### src/rtl/uart_alu_pkg.sv
// Shared definitions for the UART ALU host command engine: FSM state
// encoding, packet framing constants, opcodes and the packet length helper.
package uart_alu_pkg;

    typedef enum logic [2:0] {
        ST_IDLE    = 3'd0,
        ST_HDR     = 3'd1,
        ST_PAYLOAD = 3'd2,
        ST_RESP    = 3'd3,
        ST_DONE    = 3'd4
    } state_e;

    localparam int         HDR_BYTES     = 4;
    localparam logic [7:0] RESERVED_BYTE = 8'h00;

    localparam logic [7:0] OP_ECHO  = 8'hEC;
    localparam logic [7:0] OP_ADD32 = 8'hA8;
    localparam logic [7:0] OP_MUL32 = 8'hAD;
    localparam logic [7:0] OP_DIV32 = 8'hAB;

    // Total packet length in bytes (header plus payload), carried in 16 bits.
    function automatic logic [15:0] packet_len(input logic [15:0] count,
                                               input logic [15:0] op_bytes);
        logic [15:0] payload;
        payload = count * op_bytes;
        return 16'(HDR_BYTES) + payload;
    endfunction

endpackage

### src/rtl/uart_alu_host_ser.sv
// Transmit byte selector: maps a packet byte index onto the header fields or
// the captured operand bytes. The index only advances on a handshake, so the
// presented byte is held stable while the sink stalls.
module uart_alu_host_ser
    import uart_alu_pkg::*;
#(
    parameter int OPERAND_WIDTH_P = 32,
    parameter int MAX_OPERANDS_P  = 4
) (
    input  logic                                  active,
    input  logic [7:0]                            opcode,
    input  logic [15:0]                           len,
    input  logic [MAX_OPERANDS_P*OPERAND_WIDTH_P-1:0] operands,
    input  logic [15:0]                           byte_idx,
    input  logic                                  tx_tready,
    output logic [7:0]                            tx_tdata,
    output logic                                  tx_tvalid,
    output logic                                  fire,
    output logic                                  hdr_last,
    output logic                                  last
);

    localparam int PAYLOAD_BYTES = MAX_OPERANDS_P * OPERAND_WIDTH_P / 8;

    logic [15:0] pay_idx;

    assign pay_idx   = byte_idx - 16'(HDR_BYTES);
    assign tx_tvalid = active;
    assign fire      = active && tx_tready;
    assign hdr_last  = (byte_idx == 16'(HDR_BYTES - 1));
    assign last      = (byte_idx == len - 16'd1);

    // Select the header field or operand byte addressed by byte_idx.
    always_comb begin
        tx_tdata = RESERVED_BYTE;
        case (byte_idx)
            16'd0:   tx_tdata = opcode;
            16'd1:   tx_tdata = RESERVED_BYTE;
            16'd2:   tx_tdata = len[7:0];
            16'd3:   tx_tdata = len[15:8];
            default: begin
                for (int b = 0; b < PAYLOAD_BYTES; b++) begin
                    if (pay_idx == 16'(b)) begin
                        tx_tdata = operands[b*8 +: 8];
                    end
                end
            end
        endcase
    end

endmodule

### src/rtl/uart_alu_host.sv
// Host-side UART ALU command engine: frames one command onto the tx byte
// stream, then assembles a fixed-length little-endian response from rx.
// Optional feature macro: UART_ALU_HOST_TIMEOUT_EN enables the inter-byte
// response timeout; without it RESP waits indefinitely.
module uart_alu_host
    import uart_alu_pkg::*;
#(
    parameter int OPERAND_WIDTH_P  = 32,
    parameter int MAX_OPERANDS_P   = 4,
    parameter int MAX_RESP_BYTES_P = 4,
    parameter int TIMEOUT_CYCLES_P = 100000
) (
    input  logic                                      clk,
    input  logic                                      rst,
    input  logic                                      cmd_valid_i,
    output logic                                      cmd_ready_o,
    input  logic [7:0]                                cmd_opcode_i,
    input  logic [$clog2(MAX_OPERANDS_P+1)-1:0]       cmd_count_i,
    input  logic [MAX_OPERANDS_P*OPERAND_WIDTH_P-1:0] cmd_operands_i,
    input  logic [$clog2(MAX_RESP_BYTES_P+1)-1:0]     cmd_resp_bytes_i,
    output logic [7:0]                                tx_tdata_o,
    output logic                                      tx_tvalid_o,
    input  logic                                      tx_tready_i,
    input  logic [7:0]                                rx_tdata_i,
    input  logic                                      rx_tvalid_i,
    output logic                                      rx_tready_o,
    output logic                                      rsp_valid_o,
    input  logic                                      rsp_ready_i,
    output logic [8*MAX_RESP_BYTES_P-1:0]             rsp_data_o,
    output logic                                      rsp_timeout_o,
    output logic                                      busy_o
);

    localparam int CNT_W  = $clog2(MAX_OPERANDS_P + 1);
    localparam int RSP_W  = $clog2(MAX_RESP_BYTES_P + 1);
    localparam int OPND_W = MAX_OPERANDS_P * OPERAND_WIDTH_P;

    state_e                         state_q;
    state_e                         after_tx;
    logic [7:0]                     opcode_q;
    logic [CNT_W-1:0]               count_q;
    logic [OPND_W-1:0]              operands_q;
    logic [RSP_W-1:0]               resp_len_q;
    logic [15:0]                    len_q;
    logic [15:0]                    tx_idx_q;
    logic [RSP_W-1:0]               rx_idx_q;
    logic [8*MAX_RESP_BYTES_P-1:0]  rsp_data_q;
    logic [CNT_W-1:0]               count_sat;
    logic [RSP_W-1:0]               resp_sat;
    logic                           accept;
    logic                           tx_fire;
    logic                           tx_hdr_last;
    logic                           tx_last;
    logic                           rx_fire;
    logic                           rx_last;
    logic                           tmo_hit;

    assign accept      = (state_q == ST_IDLE) && cmd_valid_i;
    assign cmd_ready_o = (state_q == ST_IDLE);
    assign rx_tready_o = (state_q == ST_IDLE) || (state_q == ST_RESP);
    assign rsp_valid_o = (state_q == ST_DONE);
    assign busy_o      = (state_q != ST_IDLE);
    assign rsp_data_o  = rsp_data_q;
    assign rx_fire     = rx_tvalid_i && rx_tready_o;
    assign rx_last     = (rx_idx_q + RSP_W'(1)) == resp_len_q;
    assign after_tx    = (resp_len_q == '0) ? ST_DONE : ST_RESP;

    assign count_sat = (cmd_count_i > CNT_W'(MAX_OPERANDS_P))
                       ? CNT_W'(MAX_OPERANDS_P) : cmd_count_i;
    assign resp_sat  = (cmd_resp_bytes_i > RSP_W'(MAX_RESP_BYTES_P))
                       ? RSP_W'(MAX_RESP_BYTES_P) : cmd_resp_bytes_i;

    uart_alu_host_ser #(
        .OPERAND_WIDTH_P (OPERAND_WIDTH_P),
        .MAX_OPERANDS_P  (MAX_OPERANDS_P)
    ) u_ser (
        .active    ((state_q == ST_HDR) || (state_q == ST_PAYLOAD)),
        .opcode    (opcode_q),
        .len       (len_q),
        .operands  (operands_q),
        .byte_idx  (tx_idx_q),
        .tx_tready (tx_tready_i),
        .tx_tdata  (tx_tdata_o),
        .tx_tvalid (tx_tvalid_o),
        .fire      (tx_fire),
        .hdr_last  (tx_hdr_last),
        .last      (tx_last)
    );

`ifdef UART_ALU_HOST_TIMEOUT_EN
    localparam int TMO_W = $clog2(TIMEOUT_CYCLES_P + 1);

    logic [TMO_W-1:0] tmo_cnt_q;
    logic             timeout_q;

    assign tmo_hit       = (tmo_cnt_q == TMO_W'(TIMEOUT_CYCLES_P - 1)) && !rx_fire;
    assign rsp_timeout_o = timeout_q;

    // Idle-cycle counter: held at zero outside RESP and on every rx byte.
    always_ff @(posedge clk) begin
        if (rst) begin
            tmo_cnt_q <= '0;
        end else if ((state_q != ST_RESP) || rx_fire) begin
            tmo_cnt_q <= '0;
        end else begin
            tmo_cnt_q <= tmo_cnt_q + TMO_W'(1);
        end
    end

    // Timeout flag: cleared at accept, set when RESP is abandoned.
    always_ff @(posedge clk) begin
        if (rst) begin
            timeout_q <= 1'b0;
        end else if (accept) begin
            timeout_q <= 1'b0;
        end else if ((state_q == ST_RESP) && tmo_hit) begin
            timeout_q <= 1'b1;
        end
    end
`else
    assign tmo_hit       = 1'b0;
    assign rsp_timeout_o = 1'b0;
`endif

    // Command engine FSM and the tx/rx byte indices.
    always_ff @(posedge clk) begin
        if (rst) begin
            state_q  <= ST_IDLE;
            tx_idx_q <= '0;
            rx_idx_q <= '0;
        end else begin
            case (state_q)
                ST_IDLE: begin
                    if (cmd_valid_i) begin
                        state_q  <= ST_HDR;
                        tx_idx_q <= '0;
                        rx_idx_q <= '0;
                    end
                end
                ST_HDR: begin
                    if (tx_fire) begin
                        tx_idx_q <= tx_idx_q + 16'd1;
                        if (tx_hdr_last) begin
                            state_q <= (count_q == '0) ? after_tx : ST_PAYLOAD;
                        end
                    end
                end
                ST_PAYLOAD: begin
                    if (tx_fire) begin
                        tx_idx_q <= tx_idx_q + 16'd1;
                        if (tx_last) begin
                            state_q <= after_tx;
                        end
                    end
                end
                ST_RESP: begin
                    if (rx_fire) begin
                        rx_idx_q <= rx_idx_q + RSP_W'(1);
                        if (rx_last) begin
                            state_q <= ST_DONE;
                        end
                    end else if (tmo_hit) begin
                        state_q <= ST_DONE;
                    end
                end
                ST_DONE: begin
                    if (rsp_ready_i) begin
                        state_q <= ST_IDLE;
                    end
                end
                default: state_q <= ST_IDLE;
            endcase
        end
    end

    // Command field capture at accept; held for the whole transaction.
    always_ff @(posedge clk) begin
        if (accept) begin
            opcode_q   <= cmd_opcode_i;
            operands_q <= cmd_operands_i;
            count_q    <= count_sat;
            resp_len_q <= resp_sat;
            len_q      <= packet_len(16'(count_sat), 16'(OPERAND_WIDTH_P / 8));
        end
    end

    // Response assembly: cleared at accept, byte k lands in lane k.
    always_ff @(posedge clk) begin
        if (rst) begin
            rsp_data_q <= '0;
        end else if (accept) begin
            rsp_data_q <= '0;
        end else if ((state_q == ST_RESP) && rx_fire) begin
            for (int k = 0; k < MAX_RESP_BYTES_P; k++) begin
                if (rx_idx_q == RSP_W'(k)) begin
                    rsp_data_q[k*8 +: 8] <= rx_tdata_i;
                end
            end
        end
    end

endmodule
### config.mk
export PLATFORM = sky130hd
export DESIGN_NAME = uart_alu_host
export DESIGN_NICKNAME = d
export VERILOG_FILES = /design/src/rtl/uart_alu_pkg.sv /design/src/rtl/uart_alu_host_ser.sv /design/src/rtl/uart_alu_host.sv
export SDC_FILE = /design/constraint.sdc
export NUM_CORES = 1
export LEC_CHECK = 0
export CORE_UTILIZATION = 51
export DETAILED_ROUTE_END_ITERATION = 10
export GPL_ROUTABILITY_DRIVEN = 0
export PLACE_DENSITY = 0.79
export SLEW_MARGIN = 5
export SYNTH_ARGS = -nofsm -noshare
export SYNTH_HDL_FRONTEND = slang
export SYNTH_SLANG_ARGS = --single-unit
### constraint.sdc
create_clock -name clk -period 7.2 [get_ports clk]
set_input_delay 1.08 -clock clk [delete_from_list [all_inputs] [get_ports clk]]
set_output_delay 1.08 -clock clk [all_outputs]
set_load 0.005 [all_outputs]
# Word-level counts from Yosys, hierarchy flattened
# Index checks and enable logic that the tools add are counted.
# totals
ff_bits,212
input_bits,156
output_inout_bits,46
wordCells,114
# op_classes
add_sub_neg,5
magnitude_cmp,2
n_eq_ne,36
muxes,35
reduce_logical,24
# ops
op,count
"== test 16 x 4 -> 1 bit, second input constant",8
two-way mux 8 bit,16
"== test 16 x 2 -> 1 bit, second input constant",4
"== test 16 x 3 -> 1 bit, second input constant",4
two-way mux 3 bit,13
"== test 16 x 1 -> 1 bit, second input constant",2
logical NOT 16 bit,2
two-way mux 16 bit,2
case mux 16 bit (2 select lines),1
case mux 8 bit (4 select lines),1
"adder 16 x 1 -> 16 bit, second input constant",1
== test 16 bit,1
"subtractor 16 x 1 -> 16 bit, second input constant",1
"subtractor 16 x 3 -> 16 bit, second input constant",1
case mux 3 bit (5 select lines),1
"inequality test 2 bit, second input constant",7
"== test 3 x 2 -> 1 bit, second input constant",4
logical NOT 3 bit,4
AND reduction 2 bit,4
AND reduction 8 bit,1
"adder 3 x 5 -> 6 bit, first input constant",1
"== test 3 x 1 -> 1 bit, second input constant",2
"greater-than comparator 3 bit, second input constant",2
case mux 3 bit (2 select lines),1
other kinds (10),18

# Logic depth before layout (Yosys ltp)
# Gate-level depths: netlist of the first run.
# depth
word_depth,19
mapped_depth,10
mapped_depth_nobuf,8

# By module
# Synthesis of the first run repeated with hierarchy kept, for this count alone.
# unflattened
hier_cells,754
area_unflattened_um2,9157.5
# by_module_without_submodules
module,n_inst,cells_per_inst,area_per_inst_um2
uart_alu_host,1,432,6939.2
uart_alu_host_ser,1,322,2218.4

# Least setup slack after synthesis of the first run
# No wires, ideal clock.
# synth_timing
kind,input-to-reg
start,input cmd_valid_i
end,"register rsp_data_q[31], in the netlist rsp_data_o[31]"
setup_time_ps,128
t_arrival_ps,5543
required_ps,7072
path_slack_ps,1530
cell_stages,5
cell_sequence,and2_1 > or2_2 > clkbuf_1 > buf_1 > nor2_1
# synth_via
elab_chain_cells,2
# synth_rtl
element,line_no,text
start: declaration,uart_alu_host.sv:15,"input logic cmd_valid_i,"
logical AND 1 bit,uart_alu_host.sv:58,assign accept = (state_q == ST_IDLE) && cmd_valid_i;
OR reduction 2 bit (no source line),n/a,
end signal: indexed assignment,uart_alu_host.sv:196,rsp_data_q[k*8 +: 8] <= rx_tdata_i;
end: declaration,uart_alu_host.sv:47,logic [8*MAX_RESP_BYTES_P-1:0] rsp_data_q;
# Every way passes these cells.
# A chain may end at the register's enable or synchronous reset.

# Worst setup path in the final report of the first run
# layout_timing
start,register tx_idx_q[13]
end,output tx_tdata_o[5]
# layout_via
elab_chain_cells,19
word_cells_on_any_way,38
# layout_rtl
element,line_no,text
start: declaration,uart_alu_host.sv:45,logic [15:0] tx_idx_q;
start signal: assignment,uart_alu_host.sv:142,tx_idx_q <= tx_idx_q + 16'd1;
start signal: assignment,uart_alu_host.sv:150,tx_idx_q <= tx_idx_q + 16'd1;
subtractor 16 x 3 -> 16 bit,uart_alu_host_ser.sv:27,assign pay_idx = byte_idx - 16'(HDR_BYTES);
logical NOT 16 bit,uart_alu_host_ser.sv:43,if (pay_idx == 16'(b)) begin
two-way mux 8 bit (16 in a row),uart_alu_host_ser.sv:43,
case mux 8 bit (4 select lines) *,uart_alu_host_ser.sv:36,case (byte_idx)
end: declaration,uart_alu_host.sv:21,"output logic [7:0] tx_tdata_o,"
# Every way passes the cells marked *; elsewhere a longest branch is shown, timed or not.

==> run_results.csv, run 1 <==
group,metric,value,unit
yosys,yosys.area.top_type,"edfxtp_1",
detailed_routing,wl_per_cell,19.5,um
clocking,cts_tree,"yes",
pwr,power.leakage,4.03,nW
critical_path,crit_required,6120,ps
critical_path,critPathTopFamily,"compound AO/OA/AOI/OAI gates",
critical_path,cpPeakStageDelay,690,ps
timing,period_share,71.9,%
critical_path,cp-start-kind,"register",
final_layout,final_nets,1128,
detailed_routing,ant_nets,0,
yosys,ys_ff_latch,200,
clocking,cts.path.max_buffers,2,
timing,hold_viol_final,0,
critical_path,cpMaxStageDelayCell,"nor4_1",
clocking,cts.sink_count,200,
floorplan,die_y,134,um
global_routing,grt_start_max_net_pins,77,
detailed_routing,post_drt_via_cell_ratio,5.83,
global_routing,grt_pass1_wl,35800,um
clocking,post_cts_resize_count,0,
floorplan,core-area,0.0168,sq mm
placed_design,dp.final_hpwl,16500,um
yosys,synth-edff-count,146,
clocking,postCtsSetupRepairBufs,0,
yosys,synth_compound_area_share,14.5,%
pwr,p_per_area,223,mW/mm^2
floorplan,pin_count,202,
yosys,synthAdderAreaFrac,1.69,%
min_path,hold_path.class,"register to register",
final_layout,areaGrowthSynthToFinish,31.1,%
timing,finClkSkew,8.83,ps
yosys,synth_top_family_by_area,"simple AND/OR/NAND/NOR gates",
yosys,synth_top_area_share,49.5,%
critical_path,cp.arrival,4100,ps
final_layout,diodes,0,
critical_path,crit_path_end_kind,"primary output",
clocking,hold_buffers,0,
clocking,clk_pin_slew,70,ps
yosys,ys_top_cells_by_area,"edfxtp_1 49%, dfxtp_1 12%, a21oi_1 4.0%, nand2_1 3.8%, o21ai_0 2.4%",
yosys,async_flop_share,0,%
critical_path,path_class,"register to primary output",
clocking,numCtsBuffers,17,
critical_path,worstPathMaxFanout,11,
yosys,syn_avg_cell_area,11.4,sq um
floorplan,start_util,52.9,%
timing,finalMaxSlewViolations,0,
yosys,ys_types,64,
timing,rsz0062_at_grt,"false",
clocking,cts-root-buf,"clkbuf_16",
yosys,synthMuxAreaShare,1.38,%
detailed_routing,drt-initial-drc-count,723,
pwr,p_total,0.00259,W
yosys,synth_area,0.00886,sq mm
final_layout,drive_gt1_share,5.45,%
pwr,irDropWorstVdd,168,uV
critical_path,crit_chain,"nor4_1 > nand4_1 > a21oi_1 > o22ai_1 > a311oi_1 > a2bb2oi_1 > clkdlybuf4s50_1",
job,maxCapViolations,0,
global_routing,first_global_vias,6730,
detailed_routing,vias,6950,
timing,fin_crit,5180,ps
yosys,synthSimpleGateAreaFrac,15.9,%
yosys,ys_seq_area_share,61.7,%
global_routing,grt_use_total,26.6,%
timing,fmax,193,MHz
yosys,synth-xor-area-share,1.78,%
critical_path,cp.buffers_inverters,1,
detailed_routing,first_pass_iters,6,
detailed_routing,routed_wl,23200,um
yosys,yosysWarnings,0,
placed_design,port_buffers,200,
clocking,clk_latency,440,ps
outcome,status,"complete, no violations",
floorplan,die-area,0.0179,sq mm
timing,setup_tns,0,ps
timing,worstMarginPinSlew,971,ps
detailed_routing,drc,0,
yosys,synthFlopType,"edfxtp_1",
clocking,cts_max_level,4,
floorplan,die_w,134,um
timing,setup_viol,0,
global_routing,grt.overflow.total,0,
global_routing,antenna_found_initial,0,
floorplan,core.rowCount,47,
yosys,syn_inst,779,
timing,relSlewSlack,35.2,%
==> Yosys cell counts, types with 6 or more instances <==
| cell | count |
|---|---|
| nor2_1 | 47 |
| xor2_1 | 7 |
| a21oi_1 | 70 |
| nand4_1 | 8 |
| inv_1 | 24 |
| xnor2_1 | 11 |
| clkbuf_1 | 33 |
| or3_1 | 11 |
| a22oi_1 | 8 |
| a22o_1 | 7 |
| nor3b_1 | 6 |
| a221oi_1 | 6 |
| nand2_1 | 90 |
| nand3_1 | 12 |
| buf_1 | 7 |
| o22ai_1 | 13 |
| o22a_1 | 7 |
| o21ai_0 | 42 |
| ha_1 | 12 |
| nor2b_1 | 15 |
| dfxtp_1 | 54 |
| nand2b_1 | 12 |
| mux2i_1 | 10 |
| nor4_1 | 11 |
| and2_1 | 8 |
| nor3_1 | 16 |
| a21o_1 | 9 |
| edfxtp_1 | 146 |
==> per-layer routing <==
layer	global-route usage, %	vias up	routed length, um
met5	0	-	0
met4	9.03	0	551
met3	6.54	53	1810
met2	43.9	346	11500
met1	34.4	3283	9390
li1	-	3268	-
==> state kept, by name (all words and copies together), names as in the netlist <==
signal	flops
rx_idx_q	3
tx_idx_q	16
rsp_data_o	32
opcode_q	8
state_q	3
len_q	4
resp_len_q	3
count_q	3
operands_q	128
==> per-stage QoR <==
step / hold WS (ps) / instances / util [%] / area (sq um) / worst slack, ps
2_1_floorplan: 453 / 780 / - / 8870 / 1530
3_3_place_gp: 441 / 1161 / 65.7 / 11000 / 2610
3_5_place_dp: 446 / 1161 / 65.7 / 11000 / 2550
4_1_cts: 455 / 1193 / 69.3 / 11600 / 2040
5_1_grt: 478 / 1193 / 69.3 / 11600 / 1810
6_report: 453 / 1193 / 69.3 / 11600 / 2020
==> tightest hold or removal path, delay by kind of cell (launching register included) <==
| kind | cells | cell delay (ps) |
|---|---|---|
| compound gates | 1 | 50 |
| flops | 1 | 310 |
| simple gates | 1 | 50 |
==> final cells by class <==
class | instances | area, sq um
fill | 1233 | 5140
multi-input combinational | 511 | 3130
clock inverter | 15 | 180
sequential | 200 | 5470
inverter | 24 | 90.1
timing repair buffer | 206 | 2050
tap | 220 | 275
clock buffer | 17 | 425
==> cells in the final DEF (no fill, tap or decap), types with 6 or more instances in the layout <==
cell type,count
a21o_1,9
a21oi_1,70
a221oi_1,6
a22o_1,7
a22oi_1,8
and2_1,7
buf_4,6
clkbuf_16,17
clkdlybuf4s50_1,200
dfxtp_1,54
edfxtp_1,146
ha_1,11
inv_1,24
mux2i_1,10
nand2_1,90
nand2b_1,12
nand3_1,12
nand4_1,8
nor2_1,47
nor2b_1,15
nor3_1,16
nor3b_1,6
nor4_1,11
o21ai_0,42
o22a_1,7
o22ai_1,13
or3_1,11
xnor2_1,11
xor2_1,7
==> report_power, final <==
part           switching, W  internal, W
clock              0.000455     0.000527
combinational      0.000132     0.000134
sequential        0.0000283      0.00132
==> final timing paths <==
| path | cells past startpoint | end | start | slack, ps |
|---|---|---|---|---|
| max | 7 | tx_tdata_o[5] | tx_idx_q[13] | 2020 |
| min | 2 | rsp_data_o[6] | rsp_data_o[6] | 450 |
| max reg2reg | 8 | rx_idx_q[2] | state_q[2] | 4010 |
| min reg2reg | 2 | rsp_data_o[6] | rsp_data_o[6] | 450 |
==> cells by family after synthesis <==
group	after synthesis
fa+ha+maj	12
mux	12
flops	200
buf+inv	69
simple gates	266
xor+xnor	18
other cells	1
compound gates	201
Power figures use the tool's default switching activity.
==> inputs of run 2 (changes only) <==
CORE_UTILIZATION = 46   (was 51)
PLACE_DENSITY = 0.75   (was 0.79)
clock period = 4.64 ns   (was 7.2 ns; I/O delays follow)
==> run 2 against run 1 <==
Sequential power rose by 55%; cell count rose by 1.6%; hold slack improved by 2.4 ps; clock power rose by 54%; global-route usage fell by 3.5 points; register-to-register slack got worse by 1900 ps; combinational power rose by 54%; first-iteration DRC count rose by 5.9%; flip-flop and latch count did not move; routed wire length fell by 1.7%; largest cell class unchanged.
==> run_results.csv, run 2 (same netlist as run 1, synthesis figures left out) <==
group,metric,value,unit
pwr,p_clk_share,37.6,%
pwr,p_total,0.00401,W
critical_path,critPathTopFamily,"simple AND/OR/NAND/NOR gates",
timing,worstMarginPinSlew,904,ps
clocking,cts_max_level,4,
floorplan,pin_count,202,
critical_path,worstPathMaxFanout,8,
pwr,power.leakage,4.06,nW
pwr,p_sw_share,24.7,%
critical_path,crit_path_end_kind,"primary output",
critical_path,cpMaxStageDelayCell,"or4_1",
timing,finalMaxSlewViolations,0,
detailed_routing,vias,6920,
timing,finClkSkew,14.2,ps
detailed_routing,wl_per_cell,18.8,um
floorplan,core-area,0.0188,sq mm
clocking,numCtsBuffers,17,
critical_path,crit_required,3940,ps
final_layout,final_util,62.3,%
outcome,status,"complete, no violations",
critical_path,cp-start-kind,"register",
pwr,switching_power,0.000990,W
detailed_routing,first_pass_iters,8,
clocking,cts-root-buf,"clkbuf_16",
timing,rsz0062_at_grt,"false",
detailed_routing,drc,0,
clocking,cts_tree,"yes",
final_layout,diodes,0,
global_routing,grt.overflow.total,0,
final_layout,drive_gt1_share,5.93,%
job,maxCapViolations,0,
critical_path,cpPeakStageDelay,790,ps
final_layout,final_common_cell,"clkdlybuf4s50_1",
timing,hold_viol_final,0,
clocking,post_cts_resize_count,0,
global_routing,first_global_vias,6419,
clocking,clk_pin_slew,80,ps
final_layout,areaGrowthSynthToFinish,31.9,%
floorplan,die_y,141,um
detailed_routing,ant_nets,0,
clocking,cts.path.max_buffers,2,
floorplan,core.rowCount,50,
pwr,pwr-share-comb,10.2,%
global_routing,grt_use_total,23.1,%
timing,setup_tns,0,ps
placed_design,dp_cells,1180,
pwr,power.internal,0.00302,W
pwr,p_seq_share,52.1,%
floorplan,die_w,141,um
final_layout,largest_reg_flops,128,
timing,fmax,221,MHz
detailed_routing,post_drt_via_cell_ratio,5.71,
pwr,irDropWorstVdd,271,uV
global_routing,grt_pass1_wl,34400,um
final_layout,layout_common_cells,"200 x clkdlybuf4s50_1, 146 x edfxtp_1, 90 x nand2_1",
final_layout,final_nets,1133,
timing,fin_crit,4520,ps
final_layout,final_cell_count_no_fill,1212,
pwr,p_per_area,343,mW/mm^2
clocking,cts.sink_count,200,
placed_design,port_buffers,200,
floorplan,die-area,0.0198,sq mm
detailed_routing,drt-initial-drc-count,766,
final_layout,top_register,"operands_q",
clocking,hold_buffers,0,
placed_design,dp.final_hpwl,16600,um
clocking,clk_latency,440,ps
global_routing,grt_start_max_net_pins,149,
min_path,hold_path.class,"register to register",
floorplan,start_util,47.2,%
timing,period_share,97.4,%
critical_path,cp.buffers_inverters,1,
detailed_routing,routed_wl,22800,um
critical_path,cp.arrival,3820,ps
critical_path,crit_chain,"or4_1 > nor4_4 > a22oi_1 > a22o_1 > a311oi_1 > a2bb2oi_1 > clkdlybuf4s50_1",
global_routing,antenna_found_initial,0,
critical_path,path_class,"register to primary output",
timing,relSlewSlack,39.7,%
timing,setup_viol,0,
[run 2: changes by cell type in the layout (fill, tap and decap cells not counted)]
cell / change
buf_4: +4
inv_8: +1
bufinv_16: -2
clkinvlp_4: +1
clkinv_4: -4
clkbuf_16: +1
inv_12: +1
clkinv_2: -1
buf_12: +1
clkinv_8: +3
[run 2: cell type report]
class	count	area (sq um)
clock buffers	18	450
clock inverters	14	164
fillers	1493	7080
inverters	24	90.1
multi-input cells	511	3130
flip-flops and latches	200	5470
well taps	234	293
repair buffers	211	2100
[run 2: per-stage QoR]
step                      hold WS [ps]  setup slack (ps)  instance area (sq um)
after global placement             442               730                  11100
after floorplan                    453               902                   8870
after global routing               469              42.9                  11700
after detailed placement           446               697                  11100
after CTS                          457               162                  11700
final                              455               119                  11700
[run 2: worst min-delay path: cells and delay by family (launching register included)]
family	cells	cell delay [ps]
DFF	1	310
and+or+nand+nor	1	50
AOI/OAI and AO/OA	1	50
[run 2: per-layer routing]
layer | GRT usage (%) | up-vias | wire [um]
li1 | - | 3283 | -
met1 | 29.3 | 3261 | 9160
met2 | 38.8 | 327 | 11200
met3 | 5.16 | 49 | 1760
met4 | 8.81 | 0 | 670
met5 | 0 | - | 0
[run 2: path summary, 6_finish.rpt]
kind,end,depth (start not counted),slack (ps),startpoint
max reg2reg,state_q[0],8,2090,len_q[2]
min,rsp_data_o[8],2,460,rsp_data_o[8]
max,tx_tdata_o[5],7,120,tx_idx_q[15]
min reg2reg,rsp_data_o[8],2,460,rsp_data_o[8]
[run 2: what timing repair did]
item,in CTS,in global routing
setup buffers,0,0
endpoints found under the setup margin,0,2
hold endpoints to repair,0,0
[run 2: power by group through the flow]
stage | Clock (W) | Combinational [W] | Sequential [W]
floorplan | 0 | 0.000181 | 0.00211
global placement | 0 | 0.000407 | 0.00213
detailed placement | 0 | 0.000408 | 0.00213
CTS | 0.00153 | 0.000410 | 0.00209
global route | 0.00160 | 0.000442 | 0.00210
finish | 0.00151 | 0.000410 | 0.00209
==> inputs of run 3 (changes only) <==
CORE_UTILIZATION = 51   (was 46)
PLACE_DENSITY = 0.79   (was 0.75)
clock period = 4.19 ns   (was 4.64 ns; I/O delays follow)
==> run 3 against run 2 <==
Die area fell by 9.7%; total power rose by 11%; sequential share of layout area fell by 0.48 points; highest routed layer unchanged.
==> run_results.csv, run 3 (same netlist as run 1, synthesis figures left out) <==
group,metric,value,unit
floorplan,die_w,134,um
timing,setup_viol,0,
detailed_routing,wl_per_cell,19.3,um
detailed_routing,drt-initial-drc-count,794,
critical_path,path_class,"register to primary output",
outcome,status,"complete, no violations",
critical_path,crit_path_end_kind,"primary output",
critical_path,crit_chain,"or4_4 > nor4_4 > buf_4 > buf_4 > nand3_1 > a22o_1 > a311oi_2 > a2bb2oi_1 > clkdlybuf4s50_1",
final_layout,layout_common_cells,"200 x clkdlybuf4s50_1, 146 x edfxtp_1, 89 x nand2_1",
final_layout,final_nets,1141,
final_layout,diodes,0,
floorplan,die-area,0.0179,sq mm
global_routing,grt_start_max_net_pins,111,
global_routing,grt.overflow.total,0,
global_routing,first_global_vias,6699,
min_path,min_from,"rsp_data_o[12]",
detailed_routing,post_drt_via_cell_ratio,5.83,
clocking,cts_max_level,4,
global_routing,grt_use_total,26.5,%
clocking,clk_pin_slew,80,ps
clocking,cts-root-buf,"clkbuf_16",
detailed_routing,ant_nets,0,
timing,fmax,243,MHz
final_layout,multi_input_area,0.00324,sq mm
critical_path,crit_required,3560,ps
critical_path,cp.buffers_inverters,3,
placed_design,dp.final_hpwl,16700,um
timing,period_share,98.1,%
placed_design,port_buffers,200,
clocking,clk_latency,440,ps
pwr,power.leakage,4.11,nW
clocking,cts.path.max_buffers,2,
floorplan,start_util,52.9,%
pwr,p_per_area,376,mW/mm^2
timing,worstMarginPinSlew,868,ps
detailed_routing,drc,0,
timing,finalMaxSlewViolations,0,
clocking,numCtsBuffers,17,
global_routing,antenna_found_initial,0,
final_layout,final.fill_count,1188,
timing,relSlewSlack,42.1,%
job,maxCapViolations,0,
critical_path,critPathTopFamily,"simple AND/OR/NAND/NOR gates",
final_layout,seq_area,0.00547,sq mm
clocking,cts_tree,"yes",
pwr,irDropWorstVdd,433,uV
timing,finClkSkew,12.2,ps
final_layout,drive_gt1_share,8.72,%
floorplan,core.rowCount,47,
timing,setup_tns,0,ps
timing,rsz0062_at_grt,"true",
clocking,cts.sink_count,200,
critical_path,critPathMostFrequentCell,"buf_4",
final_layout,final_util,70.5,%
critical_path,worstPathMaxFanout,8,
detailed_routing,routed_wl,23200,um
critical_path,setup.worst_path.start,"tx_idx_q[13]",
floorplan,die_y,134,um
min_path,hold_path.class,"register to register",
critical_path,timing.rr.start,"state_q[2]",
final_layout,top_register,"operands_q",
floorplan,core-area,0.0168,sq mm
timing,hold_viol_final,0,
critical_path,cp-start-kind,"register",
critical_path,cpMaxStageDelayCell,"or4_4",
final_layout,areaGrowthSynthToFinish,33.4,%
global_routing,grt_pass1_wl,35800,um
final_layout,largest_reg_flops,128,
critical_path,cp.arrival,3480,ps
floorplan,pin_count,202,
timing,fin_crit,4110,ps
detailed_routing,first_pass_iters,5,
detailed_routing,vias,7031,
critical_path,rrSetupSlack,1640,ps
pwr,p_total,0.00445,W
critical_path,cpPeakStageDelay,650,ps
final_layout,final_common_cell,"clkdlybuf4s50_1",
run 3: report_power, final:
group	switching [W]	total, W	internal, W
combinational	0.000230	0.000468	0.000237
clock	0.000810	0.00167	0.000858
sequential	0.0000479	0.00231	0.00226
total	0.00109	0.00445	0.00336
run 3: routing by layer:
layer  vias to the layer above  GRT usage [%]  routed length, um
li1                       3293              -                  -
met1                      3268           34.8               9300
met2                       405           42.7              11200
met3                        65           6.80               2010
met4                         0           9.28                722
met5                         -              0                  0
run 3: layout make-up:
cell class	count	area share, %
inverter	24	0.762
clock inverter	15	1.42
timing repair buffer	219	18.3
clock buffer	17	3.60
multi-input combinational	511	27.4
sequential	200	46.3
tap	220	2.33
run 3: worst paths after layout:
check / endpoint / cells after the start
max: tx_tdata_o[0] / 9
min: rsp_data_o[12] / 2
max reg2reg: tx_idx_q[12] / 5
min reg2reg: rsp_data_o[12] / 2
run 3: worst min-delay path: stages (launching register included):
cell and delay, ps:
dfxtp_1 310, nand2_1 50, a21oi_1 50
run 3: timing repair:
item                       in CTS  in global routing
pin swaps                       2                  5
resized for setup               3                 20
buffers inserted                1                  4
hold buffers                    0                  0
setup endpoints to repair       4                  8
run 3: metrics by stage:
step | cells | cell area [sq um] | hold slack, ps | setup WS (ps)
global placement | 1169 | 11100 | 442 | 354
CTS | 1202 | 11700 | 459 | 21.9
detailed placement | 1169 | 11100 | 448 | 305
finish | 1206 | 11800 | 456 | 77.9
floorplan | 780 | 8870 | 453 | 452
global route | 1206 | 11800 | 478 | -21.1
